[src/rtl/mem_access_pkg.sv]
// mem_access_pkg
// Shared definitions for the load/store sequencer and its lane helper.
//   SZ_*       : memory/request size codes (byte, half, illegal, word)
//   state_e    : sequencer FSM states
//   bytes_of() : number of bytes moved by a size code (0 for the illegal code)
package mem_access_pkg;

  localparam logic [1:0] SZ_BYTE      = 2'd0;
  localparam logic [1:0] SZ_HALF      = 2'd1;
  localparam logic [1:0] SZ_UNALIGNED = 2'd2;
  localparam logic [1:0] SZ_WORD      = 2'd3;

  typedef enum logic [2:0] {
    ST_IDLE,
    ST_ERR,
    ST_WNAT,
    ST_RD0,
    ST_RD1,
    ST_WR0,
    ST_WR1,
    ST_RESP
  } state_e;

  function automatic logic [2:0] bytes_of(input logic [1:0] size);
    case (size)
      SZ_BYTE: bytes_of = 3'd1;
      SZ_HALF: bytes_of = 3'd2;
      SZ_WORD: bytes_of = 3'd4;
      default: bytes_of = 3'd0;
    endcase
  endfunction

endpackage

[src/rtl/mem_access_unit_lane_merge.sv]
// lane_merge
// Purely combinational byte-lane helper working on the 64-bit read buffer
// (word A0 in bits [31:0], word A1 in bits [63:32]).
//   buf_data : words read from memory
//   off      : byte offset of the access inside word A0
//   size     : access size code
//   sign_ext : sign-extend byte/half load data
//   wdata    : right-justified store data
//   rdata    : extracted and extended load result
//   merged   : buf_data with the store bytes inserted at lanes off..off+n-1
module lane_merge
  import mem_access_pkg::*;
(
  input  logic [63:0] buf_data,
  input  logic [1:0]  off,
  input  logic [1:0]  size,
  input  logic        sign_ext,
  input  logic [31:0] wdata,
  output logic [31:0] rdata,
  output logic [63:0] merged
);

  logic [5:0]  shamt;
  logic [63:0] shifted;
  logic [7:0]  base_mask;
  logic [7:0]  lane_mask;
  logic [63:0] bit_mask;
  logic [63:0] ins;

  assign shamt = {off, 3'b000};

  always_comb begin
    shifted = buf_data >> shamt;
    case (size)
      SZ_BYTE: rdata = {{24{sign_ext & shifted[7]}}, shifted[7:0]};
      SZ_HALF: rdata = {{16{sign_ext & shifted[15]}}, shifted[15:0]};
      default: rdata = shifted[31:0];
    endcase
  end

  // Lane mask is built per byte, then widened to a bit mask so the insert
  // only touches the lanes the access covers, possibly across both words.
  always_comb begin
    case (size)
      SZ_BYTE: base_mask = 8'h01;
      SZ_HALF: base_mask = 8'h03;
      SZ_WORD: base_mask = 8'h0F;
      default: base_mask = 8'h00;
    endcase
    lane_mask = base_mask << off;
    bit_mask  = '0;
    for (int i = 0; i < 8; i++) begin
      bit_mask[8*i +: 8] = {8{lane_mask[i]}};
    end
    ins    = {32'b0, wdata} << shamt;
    merged = (buf_data & ~bit_mask) | (ins & bit_mask);
  end

endmodule

[src/rtl/mem_access_unit.sv]
// mem_access_unit
// Load/store sequencer between the CPU datapath and a byte-lane data memory.
// Native stores go straight to memory; every load and every non-native store
// reads the covered word(s) first, and non-native stores are written back as
// full words after merging (read-modify-write).
//   clock, reset              : clock and asynchronous active-low reset
//   req_valid/req_ready       : request handshake (ready only in IDLE)
//   req_we/addr/size/signed/wdata : request fields
//   resp_valid/resp_ready     : response handshake
//   resp_rdata/resp_err       : load result and error flag
//   mem_addr/wdata/size/we/re : memory command, registered per state
//   mem_rdata                 : combinational read of the mem_addr word
module mem_access_unit
  import mem_access_pkg::*;
#(
  parameter logic [15:0] MEM_ADDR = 16'h1000
) (
  input  logic        clock,
  input  logic        reset,
  input  logic        req_valid,
  output logic        req_ready,
  input  logic        req_we,
  input  logic [31:0] req_addr,
  input  logic [1:0]  req_size,
  input  logic        req_signed,
  input  logic [31:0] req_wdata,
  output logic        resp_valid,
  input  logic        resp_ready,
  output logic [31:0] resp_rdata,
  output logic        resp_err,
  output logic [31:0] mem_addr,
  output logic [31:0] mem_wdata,
  output logic [1:0]  mem_size,
  output logic        mem_we,
  output logic        mem_re,
  input  logic [31:0] mem_rdata
);

  state_e state;
  state_e next_state;

  logic        lat_we;
  logic [31:0] lat_addr;
  logic [1:0]  lat_size;
  logic        lat_signed;
  logic [31:0] lat_wdata;
  logic [63:0] rd_buf;

  logic        accept;
  logic        op_we;
  logic [31:0] op_addr;
  logic [1:0]  op_size;
  logic        op_signed;
  logic [31:0] op_wdata;

  logic [2:0]  nbytes;
  logic [3:0]  end_lane;
  logic        span;
  logic        native;
  logic [31:0] a0;
  logic [31:0] a1;
  logic        addr_err;

  logic [63:0] buf_next;
  logic [31:0] ext_rdata;
  logic [63:0] merged;

  logic        ready_d;
  logic        resp_valid_d;
  logic        resp_err_d;
  logic [31:0] resp_rdata_d;
  logic        mem_we_d;
  logic        mem_re_d;
  logic [31:0] mem_addr_d;
  logic [31:0] mem_wdata_d;
  logic [1:0]  mem_size_d;

  assign accept = req_valid && (state == ST_IDLE);

  // Outputs are registered from the next state, so the decode must see the
  // request fields in the accept cycle, before they land in the latches.
  always_comb begin
    if (accept) begin
      op_we     = req_we;
      op_addr   = req_addr;
      op_size   = req_size;
      op_signed = req_signed;
      op_wdata  = req_wdata;
    end else begin
      op_we     = lat_we;
      op_addr   = lat_addr;
      op_size   = lat_size;
      op_signed = lat_signed;
      op_wdata  = lat_wdata;
    end
  end

  always_comb begin
    nbytes   = bytes_of(op_size);
    end_lane = {2'b00, op_addr[1:0]} + {1'b0, nbytes};
    span     = end_lane > 4'd4;
    native   = (op_size == SZ_BYTE) ||
               (op_size == SZ_HALF && !op_addr[0]) ||
               (op_size == SZ_WORD && op_addr[1:0] == 2'b00);
    a0       = {op_addr[31:2], 2'b00};
    a1       = a0 + 32'd4;
    // A1 wrapping past 0xFFFFFFFC lands outside the region and errors here.
    addr_err = (op_size == SZ_UNALIGNED) ||
               (a0[31:16] != MEM_ADDR) ||
               (span && a1[31:16] != MEM_ADDR);
  end

  // Buffer as it will be after this edge; lets WR0/RESP outputs register the
  // word captured in the same cycle.
  always_comb begin
    buf_next = rd_buf;
    if (state == ST_RD0) begin
      buf_next = {32'b0, mem_rdata};
    end else if (state == ST_RD1) begin
      buf_next = {mem_rdata, rd_buf[31:0]};
    end
  end

  lane_merge u_lane_merge (
    .buf_data (buf_next),
    .off      (op_addr[1:0]),
    .size     (op_size),
    .sign_ext (op_signed),
    .wdata    (op_wdata),
    .rdata    (ext_rdata),
    .merged   (merged)
  );

  always_ff @(posedge clock or negedge reset) begin
    if (!reset) begin
      state      <= ST_IDLE;
      rd_buf     <= '0;
      lat_we     <= 1'b0;
      lat_addr   <= '0;
      lat_size   <= SZ_BYTE;
      lat_signed <= 1'b0;
      lat_wdata  <= '0;
    end else begin
      state  <= next_state;
      rd_buf <= buf_next;
      if (accept) begin
        lat_we     <= req_we;
        lat_addr   <= req_addr;
        lat_size   <= req_size;
        lat_signed <= req_signed;
        lat_wdata  <= req_wdata;
      end
    end
  end

  // ST_ERR is a dead cycle so errors answer with the native-store latency.
  always_comb begin
    next_state = state;
    case (state)
      ST_IDLE: begin
        if (req_valid) begin
          if (addr_err) begin
            next_state = ST_ERR;
          end else if (op_we && native) begin
            next_state = ST_WNAT;
          end else begin
            next_state = ST_RD0;
          end
        end
      end
      ST_ERR:  next_state = ST_RESP;
      ST_WNAT: next_state = ST_RESP;
      ST_RD0: begin
        if (span) begin
          next_state = ST_RD1;
        end else if (op_we) begin
          next_state = ST_WR0;
        end else begin
          next_state = ST_RESP;
        end
      end
      ST_RD1:  next_state = op_we ? ST_WR0 : ST_RESP;
      ST_WR0:  next_state = span ? ST_WR1 : ST_RESP;
      ST_WR1:  next_state = ST_RESP;
      ST_RESP: next_state = resp_ready ? ST_IDLE : ST_RESP;
      default: next_state = ST_IDLE;
    endcase
  end

  always_comb begin
    ready_d      = 1'b0;
    resp_valid_d = 1'b0;
    resp_err_d   = 1'b0;
    resp_rdata_d = '0;
    mem_we_d     = 1'b0;
    mem_re_d     = 1'b0;
    mem_addr_d   = '0;
    mem_wdata_d  = '0;
    mem_size_d   = SZ_BYTE;
    case (next_state)
      ST_IDLE: ready_d = 1'b1;
      ST_WNAT: begin
        // The memory replicates lanes itself, so data stays right-justified.
        mem_we_d    = 1'b1;
        mem_addr_d  = op_addr;
        mem_size_d  = op_size;
        mem_wdata_d = op_wdata;
      end
      ST_RD0: begin
        mem_re_d   = 1'b1;
        mem_addr_d = a0;
        mem_size_d = SZ_WORD;
      end
      ST_RD1: begin
        mem_re_d   = 1'b1;
        mem_addr_d = a1;
        mem_size_d = SZ_WORD;
      end
      ST_WR0: begin
        mem_we_d    = 1'b1;
        mem_addr_d  = a0;
        mem_size_d  = SZ_WORD;
        mem_wdata_d = merged[31:0];
      end
      ST_WR1: begin
        mem_we_d    = 1'b1;
        mem_addr_d  = a1;
        mem_size_d  = SZ_WORD;
        mem_wdata_d = merged[63:32];
      end
      ST_RESP: begin
        resp_valid_d = 1'b1;
        resp_err_d   = addr_err;
        resp_rdata_d = (addr_err || op_we) ? 32'd0 : ext_rdata;
      end
      default: begin
      end
    endcase
  end

  always_ff @(posedge clock or negedge reset) begin
    if (!reset) begin
      req_ready  <= 1'b1;
      resp_valid <= 1'b0;
      resp_err   <= 1'b0;
      resp_rdata <= '0;
      mem_we     <= 1'b0;
      mem_re     <= 1'b0;
      mem_addr   <= '0;
      mem_wdata  <= '0;
      mem_size   <= SZ_BYTE;
    end else begin
      req_ready  <= ready_d;
      resp_valid <= resp_valid_d;
      resp_err   <= resp_err_d;
      resp_rdata <= resp_rdata_d;
      mem_we     <= mem_we_d;
      mem_re     <= mem_re_d;
      mem_addr   <= mem_addr_d;
      mem_wdata  <= mem_wdata_d;
      mem_size   <= mem_size_d;
    end
  end

endmodule
[config.mk]
export PLATFORM = sky130hd
export DESIGN_NAME = mem_access_unit
export DESIGN_NICKNAME = d
export VERILOG_FILES = /design/src/rtl/mem_access_pkg.sv /design/src/rtl/mem_access_unit_lane_merge.sv /design/src/rtl/mem_access_unit.sv
export SDC_FILE = /design/constraint.sdc
export NUM_CORES = 1
export LEC_CHECK = 0
export BUFFER_PORTS_ARGS = -buffer_cell sky130_fd_sc_hd__buf_2
export CAP_MARGIN = 40
export CELL_PAD_IN_SITES_DETAIL_PLACEMENT = 2
export CELL_PAD_IN_SITES_GLOBAL_PLACEMENT = 2
export CORE_MARGIN = 2
export CORE_UTILIZATION = 35
export DETAILED_ROUTE_END_ITERATION = 10
export PLACE_DENSITY_LB_ADDON = 0.1
export SYNTH_ARGS = -nofsm -noshare
export SYNTH_HDL_FRONTEND = slang
export SYNTH_SLANG_ARGS = --single-unit
export TNS_END_PERCENT = 20
[constraint.sdc]
create_clock -name clock -period 6.7 [get_ports clock]
set_input_delay 1.34 -clock clock [delete_from_list [all_inputs] [get_ports clock]]
set_output_delay 1.34 -clock clock [all_outputs]
set_load 0.05 [all_outputs]
[Yosys cells after proc, flatten, opt, wreduce, memory -nomap -nowiden]
Index checks and enable logic that the tools add are counted.
Storage, ports and cells
  bits in registers: 238
  latch bits: 0
  RAM bits: 0
  bits in read-only memories: 0
  output and inout port bits: 103
  word-level logic and storage cells: 95
  memories kept: 0
Operators by class
  add/sub/neg operators: 2
  multipliers: 0
  divide/modulo/power cells: 0
  order comparisons: 1
  equal/unequal tests: 18
  shift-type cells: 3
  multiplexer cells: 28
  bitwise gates (word level): 6
  reductions and logical operators: 21
Operators with widths (count)
  one-hot mux 32 bit (3 select lines): 2
  bitwise AND 64 bit: 2
  2-to-1 mux 32 bit: 4
  2-to-1 mux 64 bit: 2
  NOT 64 bit: 1
  bitwise OR 64 bit: 1
  one-hot mux 32 bit (2 select lines): 1
  left shift 32 x 5 -> 64 bit: 1
  >> shifter 64 x 5 -> 32 bit: 1
  adder 32 x 3 -> 32 bit, second input constant: 1
  inequality test 16 x 13 -> 1 bit, second input constant: 2
  == test 3 bit, second input constant: 8
  one-hot mux 3 bit (6 select lines): 1
  == test 3 x 2 -> 1 bit, second input constant: 4
  one-hot mux 4 bit (3 select lines): 1
  2-to-1 mux 1 bit: 9
  one-hot mux 3 bit (3 select lines): 1
  2-to-1 mux 2 bit: 4
  left shift 4 x 2 -> 8 bit: 1
  zero test 3 bit: 2
  2-to-1 mux 3 bit: 2
  OR reduction 2 bit: 3
  OR reduction 3 bit: 2
  logical AND 1 bit: 5
  other kinds (11): 18

[Logic depth before layout (Yosys ltp)]
Gate-level depths: netlist (run 1).
  depth after elaboration: 15
  mapped depth: 20
  depth with buffers taken out: 15

[By module]
From an unflattened synthesis (run 1), not the netlist that was laid out.
Second synthesis, totals
  cell total of the unflattened synthesis: 1333
  area, all modules: 12879.9 µm²
Modules (own cells, without submodules)
  mem_access_unit: instances 1, cells an instance 1021, area an instance 10427.5 µm²
  lane_merge: instances 1, cells an instance 312, area an instance 2452.4 µm²

[Worst setup path before layout (run 1)]
No wires, ideal clock.
  path type: in2reg
  start: in req_valid
  end: reg mem_addr[14]
  setup time: 0.079 ns
  arrival time: 5.430 ns
  data required time: 6.621 ns
  path slack: 1.191 ns
  cell stages on the path: 17
  buffers on the path: 5
  path through: nor4b_4 buf_2 mux2i_1 clkinv_1 clkbuf_1 buf_1 clkbuf_1 ha_1 fa_1 o221ai_1 a31oi_1 a311oi_4 nand2_1 o21ai_1 buf_2 a21oi_1 mux2i_1
Between the ends
  word-level cells in the longest chain between the ends: 14
  elaborated cells on any way between the ends: 39
Ends and longest elaborated chain
  from (decl): line mem_access_unit.sv:20  | input logic req_valid,
  logical AND 1 bit *: line mem_access_unit.sv:78  | assign accept = req_valid && (state == ST_IDLE);
  2-to-1 mux 32 bit *: line mem_access_unit.sv:83  | if (accept) begin
  net op_addr[0]: line mem_access_unit.sv:51  | logic [31:0] op_addr;
  branches (longest 8 deep; another with adder 2 x 3 -> 4 bit)
  one-hot mux 3 bit (6 select lines) *: line mem_access_unit.sv:159  | case (state)
  == test 3 bit or == test 3 x 2 -> 1 bit (tied branches): line mem_access_unit.sv:200  | case (next_state)
  OR reduction 2 bit (no source line)
  one-hot mux 32 bit (3 select lines) *: line mem_access_unit.sv:200
  net mem_addr_d[14]: line mem_access_unit.sv:74  | logic [31:0] mem_addr_d;
  to (signal assigned): line mem_access_unit.sv:259  | mem_addr <= mem_addr_d;
  to (decl): line mem_access_unit.sv:31  | output logic [31:0] mem_addr,
Mark *: on every way through the listed nets, which the timed path passes.

[Final worst setup path (run 1)]
  start: in req_valid
  end: reg mem_addr[24]
Between the ends
  word-level cells in the longest chain between the ends: 14
  elaborated cells on any way between the ends: 39
Ends and longest elaborated chain (line)
  branches (longest 13 deep; another with adder 32 x 3 -> 32 bit)
  one-hot mux 32 bit (3 select lines) *: mem_access_unit.sv:200
  net mem_addr_d[24]: mem_access_unit.sv:74
Marks and branches as above.

==> out/qor.csv, run 1 <==
metric;value;unit
status;completed;
Chip Width;190.4;um
Mapped Cells;1342;
Filler Cells Inserted;3864;
final period utilization;78.03;%
Crit Path Class;input pin to register;
initial core utilization;35.36;%
slew margin rel.;37.08;%
diode count;0;
Psw;0.003985;W
Worst setup EP type;register;
Lkg Pwr;7.436;nW
sequential share of the synthesized area;49.01;%
Site Rows;68;
core footprint;34370;um2
Area Growth Syn to Fin;20.83;%
leading cell type in the layout, fill and taps excluded;dfrtp_1;
Switching Share;49.65;%
TritonCTS Buffers;29;
clk sinks;238;
Via-to-Cell Ratio;5.637;
drc violations;0;
Syn Nets;1450;
critical path, cell by cell;buf_2 -> or4b_4 -> mux2i_2 -> nand2_1 -> clkinv_1 -> ha_1 -> fa_1 -> nor2_1 -> o21ai_0 -> nand3_1 -> a211oi_2 -> buf_4 -> a311oi_4 -> nand2_1 -> buf_4 -> o21a_1 -> a21oi_1 -> a21o_1;
vias in the first global route;12510;
gr usage total;27.62;%
worst slew pin tran;0.9439;ns
slowest stage cell, crit path;fa_1;
Resize count post-CTS;0;
drt wl/cell;24.80;um
share of cells above drive strength 1;22.53;%
most frequent cells in the layout;dfrtp_1, nand2_1, buf_2, nor2_1, o21ai_0;
die height;190.4;um
Final setup viols;0;
worst-case reg-to-reg path depth;17;
initial antenna violation count;0;
RSZ-0062 raised after global routing;no;
final-stage net count;1637;
first-pass iteration count of the detailed router;5;
Port-buffer cells;206;
Pwr Density;546.5;nW/um2
maxcap violations;0;
Mapped Avg Cell Area;9.057;um2
Setup Skew;0.01255;ns
maximum number of pins on one net before global-route repair;105;
f_max;191.3;MHz
TritonCTS clock tree;built;
hold path depth;1;
Hold Path Class;register to register;
Hold Fails Final Rpt;0;
Logic pwr share;53.1;%
drt first-iter violations;675;
Post-CTS Hold Buffers;0;
detailed-route via count;11300;
Synth Cell Area;12150;um2
dominant register cell in the synthesized netlist;dfrtp_1;
H-tree depth;1;
min Tclk post-route;5.228;ns
Clock power frac;19.1;%
first-pass GRT wire length;75.76;mm
Post-synth EDFFs;0;
Crit path largest cell delay;0.53;ns
Seq cells post-synth;238;
critical path launch point type;input pin;
CTS root buf;clkbuf_16;
setup TNS;0;ns
Yosys cell types;75;
DP HPWL;35.94;mm
Worst Path Arrival;5.68;ns
post-route ant nets;0;
Post-DP Area;13770;um2
clock slew at reported path FFs;0.06;ns
sequential power share;27.8;%
global route overflow;0;
detailed-route wire length;49.70;mm
setup bufs post-CTS;0;
yosys warns;0;
Worst VDD drop;0.2796;mV
Pins Over Slew Limit;0;
Final Instance Area;14690;um2
Async S/R FF share, synth;100.0;%
Worst EP required;7.15;ns
internal power;0.004041;W
clock latency on the worst-skew pair;0.57;ns
GP Congestion;0.8625;
Die ar.;36230;um2
IO Pins;207;
worst-path maximum fanout;23;
Clock Tree Buf Depth;3;
cell usage after synthesis, drive strengths merged (5+ instances only):
library cell | n | share of area (%)
nor4 | 8 | 0.54
o221ai | 19 | 1.4
nor2 | 125 | 3.9
dfrtp | 237 | 49
a21oi | 80 | 3.6
nand3 | 25 | 1.1
o21ai | 119 | 4.9
o22ai | 22 | 1.1
a31oi | 21 | 1.1
and2 | 6 | 0.31
nor2b | 5 | 0.26
a211oi | 22 | 1.4
a22o | 14 | 1.0
mux2 | 20 | 1.9
mux2i | 71 | 5.9
nand4 | 16 | 0.82
o211ai | 7 | 0.47
inv | 75 | 2.3
a22oi | 24 | 1.5
a32oi | 7 | 0.50
nor4b | 6 | 0.68
o21ba | 7 | 0.58
clkbuf | 54 | 1.7
xnor2 | 6 | 0.43
buf | 30 | 1.1
nor3 | 28 | 1.2
and3 | 9 | 0.46
nand2 | 228 | 7.0
final timing paths:
check	endpoint	slack [ns]	from
worst max-delay path	mem_addr[24]	1.47	req_valid
worst max register to register	mem_addr[24]	1.54	state[1]
worst min-delay path	rd_buf[62]	0.50	rd_buf[62]
max in group asynchronous	req_ready	4.48	reset
min in group asynchronous	mem_addr[30]	0.78	reset
worst min register to register	rd_buf[62]	0.50	rd_buf[62]
cell type report:
class	count	area [um2]	share of cell area (%)
clock buffer	40	827.0	5.632
sequential	238	5957	40.56
tap	455	569.3	3.877
clock inverter	11	83.83	0.5708
timing repair buffer	240	1353	9.210
inverter	78	292.8	1.994
multi-input combinational	942	5603	38.15
power by group through the flow:
stage / clock [W] / combinational, W / sequential (W)
detailed placement: 0 / 0.00425 / 0.00225
finish: 0.00153 / 0.00426 / 0.00223
global route: 0.00163 / 0.00464 / 0.00228
global placement: 0 / 0.00408 / 0.00223
CTS: 0.00157 / 0.00428 / 0.00223
floorplan: 0 / 0.00241 / 0.00260
per-stage QoR:
step	util [%]	hold WS [ns]	setup WS [ns]	total power (W)	std cells
after floorplan	-	0.4603	1.191	0.005010	1342
after global placement	39.71	0.4782	1.057	0.006306	1944
after detailed placement	40.07	0.4856	0.9412	0.006497	1953
after CTS	42.72	0.5030	1.508	0.008087	2004
after global routing	42.72	0.5154	1.168	0.008550	2004
final	42.72	0.4964	1.472	0.008026	2004
sequential cells by signal, summed over array words and instances (netlist names):
signal	count
lat_addr	32
lat_signed	1
lat_size	2
lat_wdata	32
lat_we	1
mem_addr	32
mem_re	1
mem_size	2
mem_wdata	32
mem_we	1
rd_buf	64
req_ready	1
resp_err	1
resp_rdata	32
resp_valid	1
state	3
worst max-delay path: cells and delay by family:
kind | cells | cell delay (ns)
buffers and inverters | 4 | 0.95
adders and majority gates | 2 | 0.86
and+or+nand+nor | 5 | 0.97
AOI/OAI and AO/OA | 6 | 1.30
muxes | 1 | 0.23
kinds of logic (layout without fill, tap and decap cells):
family | Yosys count | count (layout) | synth area share, %
AO/OA/AOI/OAI | 369 | 369 | 19.90
buffers and inverters | 162 | 369 | 5.209
XOR/XNOR | 7 | 7 | 0.5044
flip-flops | 238 | 238 | 49.01
multiplexers | 91 | 91 | 7.731
adder cells (fa/ha/maj) | 4 | 4 | 0.4736
AND/OR/NAND/NOR | 471 | 471 | 17.17
metal layers:
metal  up-vias  GRT usage [%]  routed length (um)
li1       5084              -                   -
met1      5808          32.01               19630
met2       293          51.30               26050
met3       112          2.797                1570
met4         0          12.22                2457
met5         -              0                   0
Power figures use the tool's default switching activity.
==> inputs of run 2 (changes only) <==
==> constraint.sdc (replaced) <==
create_clock -name clock -period 4.9 [get_ports clock]
set_input_delay 0.98 -clock clock [delete_from_list [all_inputs] [get_ports clock]]
set_output_delay 0.98 -clock clock [all_outputs]
set_load 0.05 [all_outputs]
==> run 2 against run 1 <==
Compared with the run above:
- combinational power grew 41%
- final cell count grew 0.85%
- global-route usage shrank 0.076 points
- total power grew 40%
- clock skew grew 0.0054 ns
- sequential cell count is the same
- largest power group unchanged
==> out/qor.csv, run 2 (synthesized netlist as in run 1, its figures left out) <==
metric;value;unit
slew margin rel.;38.38;%
setup TNS;0;ns
Crit Path Class;register to register;
setup bufs post-CTS;0;
Via-to-Cell Ratio;5.580;
DP HPWL;35.75;mm
register-to-register setup slack;0.66;ns
Setup Skew;0.01797;ns
slowest stage cell, crit path;fa_1;
critical path launch point type;register;
diode count;0;
Clock Tree Buf Depth;3;
gr usage total;27.55;%
final-stage net count;1653;
Worst Path Arrival;4.68;ns
Worst EP required;5.34;ns
leading cell type in the layout, fill and taps excluded;dfrtp_1;
H-tree depth;1;
Hold Fails Final Rpt;0;
maximum number of pins on one net before global-route repair;102;
worst slew pin tran;0.9243;ns
status;completed;
Top reg by flops;rd_buf;
R2R Path End;mem_wdata[30];
most used cell, CP;nor4b_4;
worst-case reg-to-reg path depth;16;
register area;5957;um2
final period utilization;86.51;%
Pins Over Slew Limit;0;
maxcap violations;0;
clock latency on the worst-skew pair;0.58;ns
detailed-route via count;11280;
global route overflow;0;
Die ar.;36230;um2
Worst VDD drop;0.4628;mV
Area Growth Syn to Fin;22.73;%
TritonCTS clock tree;built;
GP Congestion;0.8297;
multi-input logic area;5624;um2
Port-buffer cells;206;
clk sinks;238;
max reg flops;64;
detailed-route wire length;49.34;mm
Worst setup EP type;register;
minimum hold slack;0.3996;ns
Core Util, Final;43.40;%
Pwr Density;751.3;nW/um2
first-pass GRT wire length;75.66;mm
f_max;235.9;MHz
RSZ-0062 raised after global routing;no;
Final setup viols;0;
Finished Layout Cells;2021;
Final WS setup;0.6608;ns
dpl cells;1970;
share of cells above drive strength 1;23.75;%
first-pass iteration count of the detailed router;5;
worst-path maximum fanout;21;
initial core utilization;35.36;%
Site Rows;68;
IO Pins;207;
vias in the first global route;12500;
core footprint;34370;um2
drt first-iter violations;452;
die height;190.4;um
post-route ant nets;0;
clock slew at reported path FFs;0.06;ns
drc violations;0;
TritonCTS Buffers;28;
Lkg Pwr;7.552;nW
Resize count post-CTS;0;
CTS root buf;clkbuf_16;
min Tclk post-route;4.239;ns
drt wl/cell;24.41;um
Post-CTS Hold Buffers;0;
critical path, cell by cell;buf_4 -> nor4b_4 -> mux2i_1 -> nand2_1 -> clkinv_1 -> ha_1 -> fa_1 -> nor2_1 -> o21ai_0 -> nand3_1 -> and2_1 -> a41oi_4 -> nor4b_4 -> o21ai_2 -> buf_12 -> o22ai_1;
Hold Path Class;input pin to async pin;
Filler Cells Inserted;3845;
Chip Width;190.4;um
initial antenna violation count;1;
most frequent cells in the layout;dfrtp_1, nand2_1, buf_2, nor2_1, o21ai_0;
Crit path largest cell delay;0.55;ns
worst slack at placement;0.2080;ns
worst r2r src;state[1];
## run 2: cell count changes in the layout (fill, tap and decap cells not counted), moves of 2 or more
cell	delta
buf_4	+17
buf_12	+3
clkbuf_8	+6
clkbuf_1	-3
clkinv_2	-2
buf_16	-2
## run 2: through the flow
stage | total power [W] | area (um2)
after floorplan | 0.006884 | 12190
after global placement | 0.008734 | 13870
after detailed placement | 0.009000 | 13920
after CTS | 0.01130 | 14920
after global routing | 0.01194 | 14920
final | 0.01121 | 14920
## run 2: area by class of cell
type / instances / share of cell area, %
Timing Repair Buffer: 257 / 9.914
Sequential cell: 238 / 39.93
Tap cell: 455 / 3.816
Inverter: 78 / 1.971
Clock inverter: 9 / 0.8052
Clock buffer: 42 / 5.855
Multi-Input combinational cell: 942 / 37.70
## run 2: worst max-delay path by stage
stage | start | endpoint | slack (ns) | cells after the start
after global placement | req_valid | mem_wdata[26] | 0.34 | 16
after floorplan | req_valid | mem_addr[15] | 0.01 | 18
after CTS | state[1] | resp_rdata[10] | 0.63 | 11
final | state[1] | mem_wdata[30] | 0.66 | 16
after global routing | state[1] | mem_addr[22] | 0.33 | 17
after detailed placement | req_valid | mem_wdata[30] | 0.21 | 16
## run 2: critical path, delay by kind of cell, from the launching register on
| kind | cells | cell delay (ns) |
|---|---|---|
| AOI/OAI and AO/OA | 4 | 0.89 |
| adders and majority gates | 2 | 0.80 |
| buffers and inverters | 3 | 0.55 |
| DFF | 1 | 0.39 |
| muxes | 1 | 0.16 |
| and+or+nand+nor | 6 | 1.30 |
## run 2: layer usage
| layer | routed length [um] | part of all wire [%] | track usage, % |
|---|---|---|---|
| met5 | 18 | 0.036 | 0 |
| met4 | 2208 | 4.5 | 11.06 |
| met3 | 1653 | 3.4 | 2.705 |
| met2 | 26310 | 53 | 52.07 |
| met1 | 19150 | 39 | 31.67 |
## run 2: report_power, final
group | switching [W] | internal [W]
combinational | 0.00425 | 0.00174
sequential | 0.000330 | 0.00267
clock | 0.000889 | 0.00133
